<file path="src/rtl/float_contract_arbiter_if.sv">
`timescale 1ns/1ps
`default_nettype none
// ============================================================================
// Module   : float_contract_arbiter_if
// Purpose  : Bundles the requester-side and writeback-side handshake signals
//            of float_contract_arbiter.
// Revision : 1.0 - initial release
// Ports    : inValid/inData/inReady - NUM_REQ requesters, packed data slices
//            outValid/outReady/outData/outTag/outIsNan/outInexact - result
//            statClear/statInexact/statOverflow - only when
//            FLOAT_CONTRACT_ARB_STATS_EN is defined
// Modports : master - requester/writeback side (drives inputs of the DUT)
//            slave  - arbiter side
// ============================================================================
interface float_contract_arbiter_if #(
  parameter int NUM_REQ  = 2,
  parameter int EXP_IN   = 11,
  parameter int FRAC_IN  = 52,
  parameter int EXP_OUT  = 8,
  parameter int FRAC_OUT = 23,
  parameter int TAG_W    = $clog2(NUM_REQ)
);
  logic [NUM_REQ-1:0]                      inValid;
  logic [NUM_REQ*(1+EXP_IN+FRAC_IN)-1:0]   inData;
  logic [NUM_REQ-1:0]                      inReady;
  logic                                    outValid;
  logic                                    outReady;
  logic [EXP_OUT+FRAC_OUT:0]               outData;
  logic [TAG_W-1:0]                        outTag;
  logic                                    outIsNan;
  logic                                    outInexact;
`ifdef FLOAT_CONTRACT_ARB_STATS_EN
  logic                                    statClear;
  logic [31:0]                             statInexact;
  logic [31:0]                             statOverflow;
`endif

  modport master (
    output inValid, inData, outReady,
`ifdef FLOAT_CONTRACT_ARB_STATS_EN
    output statClear,
    input  statInexact, statOverflow,
`endif
    input  inReady, outValid, outData, outTag, outIsNan, outInexact
  );

  modport slave (
    input  inValid, inData, outReady,
`ifdef FLOAT_CONTRACT_ARB_STATS_EN
    input  statClear,
    output statInexact, statOverflow,
`endif
    output inReady, outValid, outData, outTag, outIsNan, outInexact
  );
endinterface
`default_nettype wire

</file>
<file path="src/rtl/float_contract_arbiter.sv">
`timescale 1ns/1ps
`default_nettype none
// ============================================================================
// Module   : float_contract_arbiter
// Purpose  : Round-robin shares one wide->narrow float contraction datapath
//            between NUM_REQ requesters, with round-to-nearest-even and a
//            two-stage valid/ready pipeline returning the requester tag.
// Revision : 1.0 - initial release
// Ports    : clock  - rising-edge clock
//            resetn - asynchronous active-low reset
//            bus    - float_contract_arbiter_if.slave (requests + result)
// Option   : FLOAT_CONTRACT_ARB_STATS_EN adds saturating inexact/overflow
//            result counters with a synchronous clear (statClear).
// ============================================================================
module float_contract_arbiter #(
  parameter int NUM_REQ  = 2,
  parameter int EXP_IN   = 11,
  parameter int FRAC_IN  = 52,
  parameter int EXP_OUT  = 8,
  parameter int FRAC_OUT = 23,
  parameter int TAG_W    = $clog2(NUM_REQ)
) (
  input wire                      clock,
  input wire                      resetn,
  float_contract_arbiter_if.slave bus
);
  localparam int IN_W        = 1 + EXP_IN + FRAC_IN;
  localparam int OUT_W       = 1 + EXP_OUT + FRAC_OUT;
  localparam int MAG_W       = EXP_OUT + FRAC_OUT;
  localparam int DROP        = FRAC_IN - FRAC_OUT;   // dropped fraction bits (>= 3)
  localparam int BIAS_DELTA  = (2**(EXP_IN-1) - 1) - (2**(EXP_OUT-1) - 1);
  localparam int EXP_OUT_MAX = 2**EXP_OUT - 1;

  // ---------------------------------------------------------------- arbiter
  logic [TAG_W-1:0]   rrPtr_q, rrPtr_d;
  logic [TAG_W-1:0]   grantIdx;
  logic               grantFound;
  logic [NUM_REQ-1:0] inReadyW;
  logic [IN_W-1:0]    selWord;
  logic               s1Advance, s1Accept, inHandshake;

  logic               s1Valid_q;
  logic [IN_W-1:0]    s1Data_q;
  logic [TAG_W-1:0]   s1Tag_q;

  logic               outValid_q;
  logic [OUT_W-1:0]   outData_q;
  logic [TAG_W-1:0]   outTag_q;
  logic               outIsNan_q, outInexact_q, outOverflow_q;

  assign s1Advance   = !outValid_q || bus.outReady;
  assign s1Accept    = !s1Valid_q || s1Advance;
  assign inHandshake = s1Accept && grantFound;

  // First valid requester at or after the pointer, wrapping around.
  always_comb begin
    int               sum;
    logic [TAG_W-1:0] idx;
    sum        = 0;
    idx        = '0;
    grantIdx   = '0;
    grantFound = 1'b0;
    for (int k = 0; k < NUM_REQ; k++) begin
      sum = int'(rrPtr_q) + k;
      if (sum >= NUM_REQ) sum = sum - NUM_REQ;
      idx = TAG_W'(sum);
      if (!grantFound && bus.inValid[idx]) begin
        grantFound = 1'b1;
        grantIdx   = idx;
      end
    end
  end

  always_comb begin
    inReadyW = '0;
    selWord  = '0;
    for (int i = 0; i < NUM_REQ; i++) begin
      if (grantIdx == TAG_W'(i)) begin
        selWord = bus.inData[i*IN_W +: IN_W];
        if (inHandshake) inReadyW[i] = 1'b1;
      end
    end
  end

  always_comb begin
    rrPtr_d = rrPtr_q;
    if (inHandshake)
      rrPtr_d = (grantIdx == TAG_W'(NUM_REQ-1)) ? '0 : grantIdx + 1'b1;
  end

  // ---------------------------------------------------------------- stage 1
  always_ff @(posedge clock or negedge resetn) begin
    if (!resetn) begin
      s1Valid_q <= 1'b0;
      s1Data_q  <= '0;
      s1Tag_q   <= '0;
      rrPtr_q   <= '0;
    end else begin
      rrPtr_q <= rrPtr_d;
      if (s1Accept) begin
        s1Valid_q <= inHandshake;
        if (inHandshake) begin
          s1Data_q <= selWord;
          s1Tag_q  <= grantIdx;
        end
      end
    end
  end

  // -------------------------------------------------- contract + RNE round
  logic                 inSign;
  logic [EXP_IN-1:0]    inExp;
  logic [FRAC_IN-1:0]   inFrac;
  logic [FRAC_OUT-1:0]  ctFrac;
  logic [1:0]           trailingBits;
  logic                 stickyBit;
  logic                 roundUp;
  logic [MAG_W-1:0]     roundedMag;
  int                   expAdj;
  logic [OUT_W-1:0]     res_d;
  logic                 nan_d, inexact_d, overflow_d;

  assign {inSign, inExp, inFrac} = s1Data_q;
  assign ctFrac       = inFrac[FRAC_IN-1 -: FRAC_OUT];
  assign trailingBits = inFrac[DROP-1 -: 2];
  assign stickyBit    = |inFrac[DROP-3:0];
  assign roundUp      = trailingBits[1] & (trailingBits[0] | stickyBit | ctFrac[0]);

  always_comb begin
    expAdj     = int'(inExp) - BIAS_DELTA;
    // A fraction carry ripples into the exponent; from exponent max-1 it
    // lands exactly on the infinity encoding.
    roundedMag = {EXP_OUT'(expAdj), ctFrac} + MAG_W'(roundUp);
    res_d      = '0;
    nan_d      = 1'b0;
    inexact_d  = 1'b0;
    overflow_d = 1'b0;
    if (&inExp) begin
      if (|inFrac) begin
        res_d = {inSign, {EXP_OUT{1'b1}}, 1'b1, {(FRAC_OUT-1){1'b0}}};
        nan_d = 1'b1;
      end else begin
        res_d = {inSign, {EXP_OUT{1'b1}}, {FRAC_OUT{1'b0}}};
      end
    end else if (expAdj >= EXP_OUT_MAX) begin
      res_d      = {inSign, {EXP_OUT{1'b1}}, {FRAC_OUT{1'b0}}};
      inexact_d  = 1'b1;
      overflow_d = 1'b1;
    end else if (expAdj <= 0) begin
      // Below the narrow normal range: flush to signed zero.
      res_d     = {inSign, {MAG_W{1'b0}}};
      inexact_d = (|inExp) | (|inFrac);
    end else begin
      res_d      = {inSign, roundedMag};
      overflow_d = &roundedMag[MAG_W-1 -: EXP_OUT];
      inexact_d  = (|trailingBits) | stickyBit | overflow_d;
    end
  end

  // ---------------------------------------------------------------- stage 2
  always_ff @(posedge clock or negedge resetn) begin
    if (!resetn) begin
      outValid_q    <= 1'b0;
      outData_q     <= '0;
      outTag_q      <= '0;
      outIsNan_q    <= 1'b0;
      outInexact_q  <= 1'b0;
      outOverflow_q <= 1'b0;
    end else if (s1Advance) begin
      outValid_q <= s1Valid_q;
      if (s1Valid_q) begin
        outData_q     <= res_d;
        outTag_q      <= s1Tag_q;
        outIsNan_q    <= nan_d;
        outInexact_q  <= inexact_d;
        outOverflow_q <= overflow_d;
      end
    end
  end

  assign bus.inReady    = inReadyW;
  assign bus.outValid   = outValid_q;
  assign bus.outData    = outData_q;
  assign bus.outTag     = outTag_q;
  assign bus.outIsNan   = outIsNan_q;
  assign bus.outInexact = outInexact_q;

`ifdef FLOAT_CONTRACT_ARB_STATS_EN
  logic [31:0] statInexact_q, statOverflow_q;
  logic        outFire;
  assign outFire = outValid_q && bus.outReady;

  always_ff @(posedge clock or negedge resetn) begin
    if (!resetn) begin
      statInexact_q  <= '0;
      statOverflow_q <= '0;
    end else if (bus.statClear) begin
      statInexact_q  <= '0;
      statOverflow_q <= '0;
    end else if (outFire) begin
      if (outInexact_q && (statInexact_q != '1))   statInexact_q  <= statInexact_q + 1'b1;
      if (outOverflow_q && (statOverflow_q != '1)) statOverflow_q <= statOverflow_q + 1'b1;
    end
  end

  assign bus.statInexact  = statInexact_q;
  assign bus.statOverflow = statOverflow_q;
`else
  logic unusedOverflow;
  assign unusedOverflow = outOverflow_q;
`endif
endmodule
`default_nettype wire

</file>
<file path="src/flat_wrapper.sv">
// flat-port wrapper written by rule: the top's interface ports become plain ports
module float_contract_arbiter_flat 
#(
  parameter int NUM_REQ  = 2,
  parameter int EXP_IN   = 11,
  parameter int FRAC_IN  = 52,
  parameter int EXP_OUT  = 8,
  parameter int FRAC_OUT = 23,
  parameter int TAG_W    = $clog2(NUM_REQ)
)
  (clock, resetn, bus_inValid, bus_inData, bus_outReady, bus_inReady, bus_outValid, bus_outData, bus_outTag, bus_outIsNan, bus_outInexact);
  float_contract_arbiter_if #(.NUM_REQ(NUM_REQ), .EXP_IN(EXP_IN), .FRAC_IN(FRAC_IN), .EXP_OUT(EXP_OUT), .FRAC_OUT(FRAC_OUT), .TAG_W(TAG_W)) bus_i ();
  input wire clock;
  input wire resetn;
  input wire logic [$bits(bus_i.inValid)-1:0] bus_inValid;
  input wire logic [$bits(bus_i.inData)-1:0] bus_inData;
  input wire logic [$bits(bus_i.outReady)-1:0] bus_outReady;
  output wire logic [$bits(bus_i.inReady)-1:0] bus_inReady;
  output wire logic [$bits(bus_i.outValid)-1:0] bus_outValid;
  output wire logic [$bits(bus_i.outData)-1:0] bus_outData;
  output wire logic [$bits(bus_i.outTag)-1:0] bus_outTag;
  output wire logic [$bits(bus_i.outIsNan)-1:0] bus_outIsNan;
  output wire logic [$bits(bus_i.outInexact)-1:0] bus_outInexact;
  assign bus_i.inValid = bus_inValid;
  assign bus_i.inData = bus_inData;
  assign bus_i.outReady = bus_outReady;
  assign bus_inReady = bus_i.inReady;
  assign bus_outValid = bus_i.outValid;
  assign bus_outData = bus_i.outData;
  assign bus_outTag = bus_i.outTag;
  assign bus_outIsNan = bus_i.outIsNan;
  assign bus_outInexact = bus_i.outInexact;
  float_contract_arbiter #(.NUM_REQ(NUM_REQ), .EXP_IN(EXP_IN), .FRAC_IN(FRAC_IN), .EXP_OUT(EXP_OUT), .FRAC_OUT(FRAC_OUT), .TAG_W(TAG_W)) u_core (.clock(clock), .resetn(resetn), .bus(bus_i));
endmodule
</file>
<file path="config.mk">
export PLATFORM = sky130hd
export DESIGN_NAME = float_contract_arbiter_flat
export DESIGN_NICKNAME = d
export VERILOG_FILES = /design/src/rtl/float_contract_arbiter_if.sv /design/src/rtl/float_contract_arbiter.sv /design/src/flat_wrapper.sv
export SDC_FILE = /design/constraint.sdc
export NUM_CORES = 1
export LEC_CHECK = 0
export ABC_AREA = 0
export CELL_PAD_IN_SITES_DETAIL_PLACEMENT = 1
export CELL_PAD_IN_SITES_GLOBAL_PLACEMENT = 1
export CORE_ASPECT_RATIO = 1.5
export CORE_UTILIZATION = 37
export DETAILED_ROUTE_END_ITERATION = 12
export PLACE_DENSITY = 0.91
export SYNTH_ARGS = -nofsm -noshare
export SYNTH_HDL_FRONTEND = slang
export SYNTH_SLANG_ARGS = --single-unit
</file>
<file path="constraint.sdc">
create_clock -name clock -period 6.64 [get_ports clock]
set_input_delay 1.328 -clock clock [delete_from_list [all_inputs] [get_ports clock]]
set_output_delay 1.328 -clock clock [all_outputs]
set_load 0.05 [all_outputs]
</file>
==> results.md <==
| Item | This run |
|:---|:---|
| Result of the run | finished clean |
| CTS tree | built |
| Number of setup violations in the final report | 0 |
| Fill cell count | 1,542 |
| Min Clock Period, post-route | 4.95 ns |
| Worst slew pin tran | 1.08 ns |
| Clock Tree Buf Depth | 2 |
| Synth-to-Final Area Change | 40.1% |
| Required time worst endpoint | 5.31 ns |
| Layout cells sized above 1 | 4.14% |
| Most common cell after layout, fill and taps aside | clkdlybuf4s50_1 |
| H-tree depth | 3 |
| Worst-Skew Late Latency | 0.35 ns |
| Hpwl dp | 12,700 um |
| Number of buffers inserted during clock tree synthesis | 9 |
| Residual antenna-violating net count after detailed routing | 0 |
| CP Launch Type | input port |
| Hold Slack | 0.477 ns |
| Nature of the critical path endpoint | output pin |
| Net total in the final layout | 857 |
| Relative max-transition margin | 28.1% |
| Global routing usage summed across all routing layers | 23.4% |
| Core region area | 13,600 sq um |
| Total number of vias | 5,000 |
| Top library cells by usage in the layout, fill and taps aside | clkdlybuf4s50_1, nand2_1, dfrtp_1 |
| Clock transition time at the flip-flop clock pins of the worst setup and hold paths | 0.06 ns |
| Die boundary width | 98.8 um |
| Class of the worst hold path | flop to flop |
| Routability congestion estimate | 0.803 |
| WL per Instance | 18.7 um |
| Count of endpoints failing hold in the final timing report | 0 |
| Sinks on Clock Net | 103 |
| Share of the synthesized area in the top cell type | 49.6% |
| Timing-limited maximum frequency | 202 MHz |
| Drt pass-1 iters | 4 |
| Via count of the first global-routing pass | 5,329 |
| Post-synthesis average cell area | 8.93 sq um |
| Placement Setup Slack | 1.72 ns |
| Worst-path maximum fanout | 65 |
| Setup Crit Path Kind | input port to output pin |
| Library cell with the largest summed area after synthesis | dfrtp_1 |
| Critical Path AT | 3.62 ns |
| Leak Pwr | 2.86 nW |
| Synthesized net count | 717 |
| Worst-case setup margin in the final layout | 1.69 ns |
| Count of mapped cells out of synthesis | 582 |
| Final clock period utilization by the worst path | 74.5% |
| Number of max-capacitance violations reported | 0 |
| Drt drc | 0 |
| Finished Core Util | 53.5% |
| Post-route clock skew | 0.00962 ns |
| Final global-route overflow total | 0 |
| Via density | 5.64 |
| Routed Wire Length | 16,600 um |
| Wire length of the first global-routing pass | 26,700 um |
| Yosys warning count | 0 |
| Sum of negative setup slack | 0 ns |
| Hold-fix buffer count after cts | 0 |
| Number of buffers inserted by port buffering | 170 |
| Pin count of the biggest net entering global routing | 67 |
| DRC violation total after the first TritonRoute iteration | 210 |
| Die span in y | 147 um |
| Pwr dens | 265 nW/um^2 |
| Worst ir drop on vdd | 158 uV |
| Top cells by area in the synthesized netlist | dfrtp_1, a22oi_1, nand2_1 |
| Final max-slew violation count | 0 |
| CTS root buf | clkbuf_16 |
| DIE AREA | 14,500 sq um |
| Total design power | 1.93 mW |
| Resized cells post-CTS | 0 |
| Top Ports | 171 |
| Number of placement rows | 52 |
| Unrepaired setup endpoints after global routing | false |
| Number of flip-flops and latches in the synthesized netlist | 103 |
| Seq/Total Area, Yosys | 49.6% |
| Initial Util | 38.2% |
| Number of antenna violations at the first check in global routing | 0 |
| Post-CTS setup-driven buffer insertion count | 0 |
| Area of the mapped netlist | 5200 sq um |
| Diode count | 0 |
| Cell variety after synth | 44 |
[cell usage after synthesis (all sizes together)]
library cell    n
nand3b          1
o211ai          1
nand2b          3
nor2b           1
nor3           10
nand3          16
nor4           19
xor2           14
nand4          12
or4b            1
and2            4
nand2         114
or2             1
a31oi           1
xnor2          14
a32o            2
a22oi          65
a21boi          2
buf            11
o21a            1
nor4b           1
o21ai          88
a21o            1
o22ai           1
and3            5
inv             2
o31ai           1
or3             1
nand4b          1
nor2           24
and4            6
or4             3
a21oi          12
clkbuf         37
ha              2
mux2i           1
dfrtp         103
[cells by family after synthesis]
| kind of cell | share of synthesized area (%) |
|---|---|
| flip-flops | 49.6 |
| adder cells (fa/ha/maj) | 0.481 |
| XOR/XNOR | 4.72 |
| multiplexers | 0.193 |
| AO/OA/AOI/OAI | 20.7 |
| buffers and inverters | 4.07 |
| AND/OR/NAND/NOR | 20.3 |
[metal layers]
layer  part of all wire [%]  GRT usage (%)  vias to the layer above
met5                      0              0                        -
met4                    3.6           10.9                        0
met3                    3.6           2.85                       37
met2                     55           43.7                      148
met1                     38           25.9                     2442
li1                       -              -                     2373
[path summary, 6_finish.rpt]
path | from | endpoint | slack, ns | depth (start not counted)
min in group asynchronous | resetn | u_core.s1Data_q[24] | 0.99 | 1
max | bus_inValid[1] | bus_inReady[0] | 1.69 | 5
min reg2reg | u_core.s1Data_q[15] | u_core.s1Data_q[15] | 0.48 | 2
max in group asynchronous | resetn | u_core.s1Data_q[46] | 4.48 | 2
max reg2reg | u_core.s1Data_q[56] | u_core.bus.outData[9] | 3.67 | 7
min | u_core.s1Data_q[15] | u_core.s1Data_q[15] | 0.48 | 2
[cell type report]
type	count	area (sq um)	share of cell area (%)
sequential	103	2580	35.4
timing repair buffer	177	1750	24.1
clock buffer	11	243	3.33
multi-input combinational	429	2450	33.7
tap	162	203	2.78
inverter	2	7.51	0.103
clock inverter	3	45.0	0.619
[state kept, by name, indices dropped and copies added (netlist names)]
name                   cells
u_core.s1Valid_q           1
u_core.bus.outIsNan        1
u_core.bus.outInexact      1
u_core.s1Tag_q             1
u_core.s1Data_q           64
u_core.bus.outTag          1
u_core.bus.outValid        1
u_core.rrPtr_q             1
u_core.bus.outData        32
[stage by stage]
stage,std cells,instance area (sq um)
2_1_floorplan,582,5200
3_3_place_gp,873,6990
3_5_place_dp,873,6990
4_1_cts,887,7280
5_1_grt,887,7280
6_report,887,7280
[where the power goes]
group | leakage (nW) | internal (mW) | switching (mW) | total, mW
registers | 1.29 | 0.731 | 0.107 | 0.838
logic | 1.44 | 0.232 | 0.333 | 0.565
clock network | 0.134 | 0.299 | 0.226 | 0.525
total | 2.86 | 1.26 | 0.667 | 1.93
[worst max-delay path, cell delays in order]
cell and delay (ns):
clkdlybuf4s50_1 0.64, a21boi_4 0.24, buf_4 0.54, nor2_1 0.12, clkdlybuf4s50_1 0.73
Note: power is estimated with default switching activity, not from simulation.
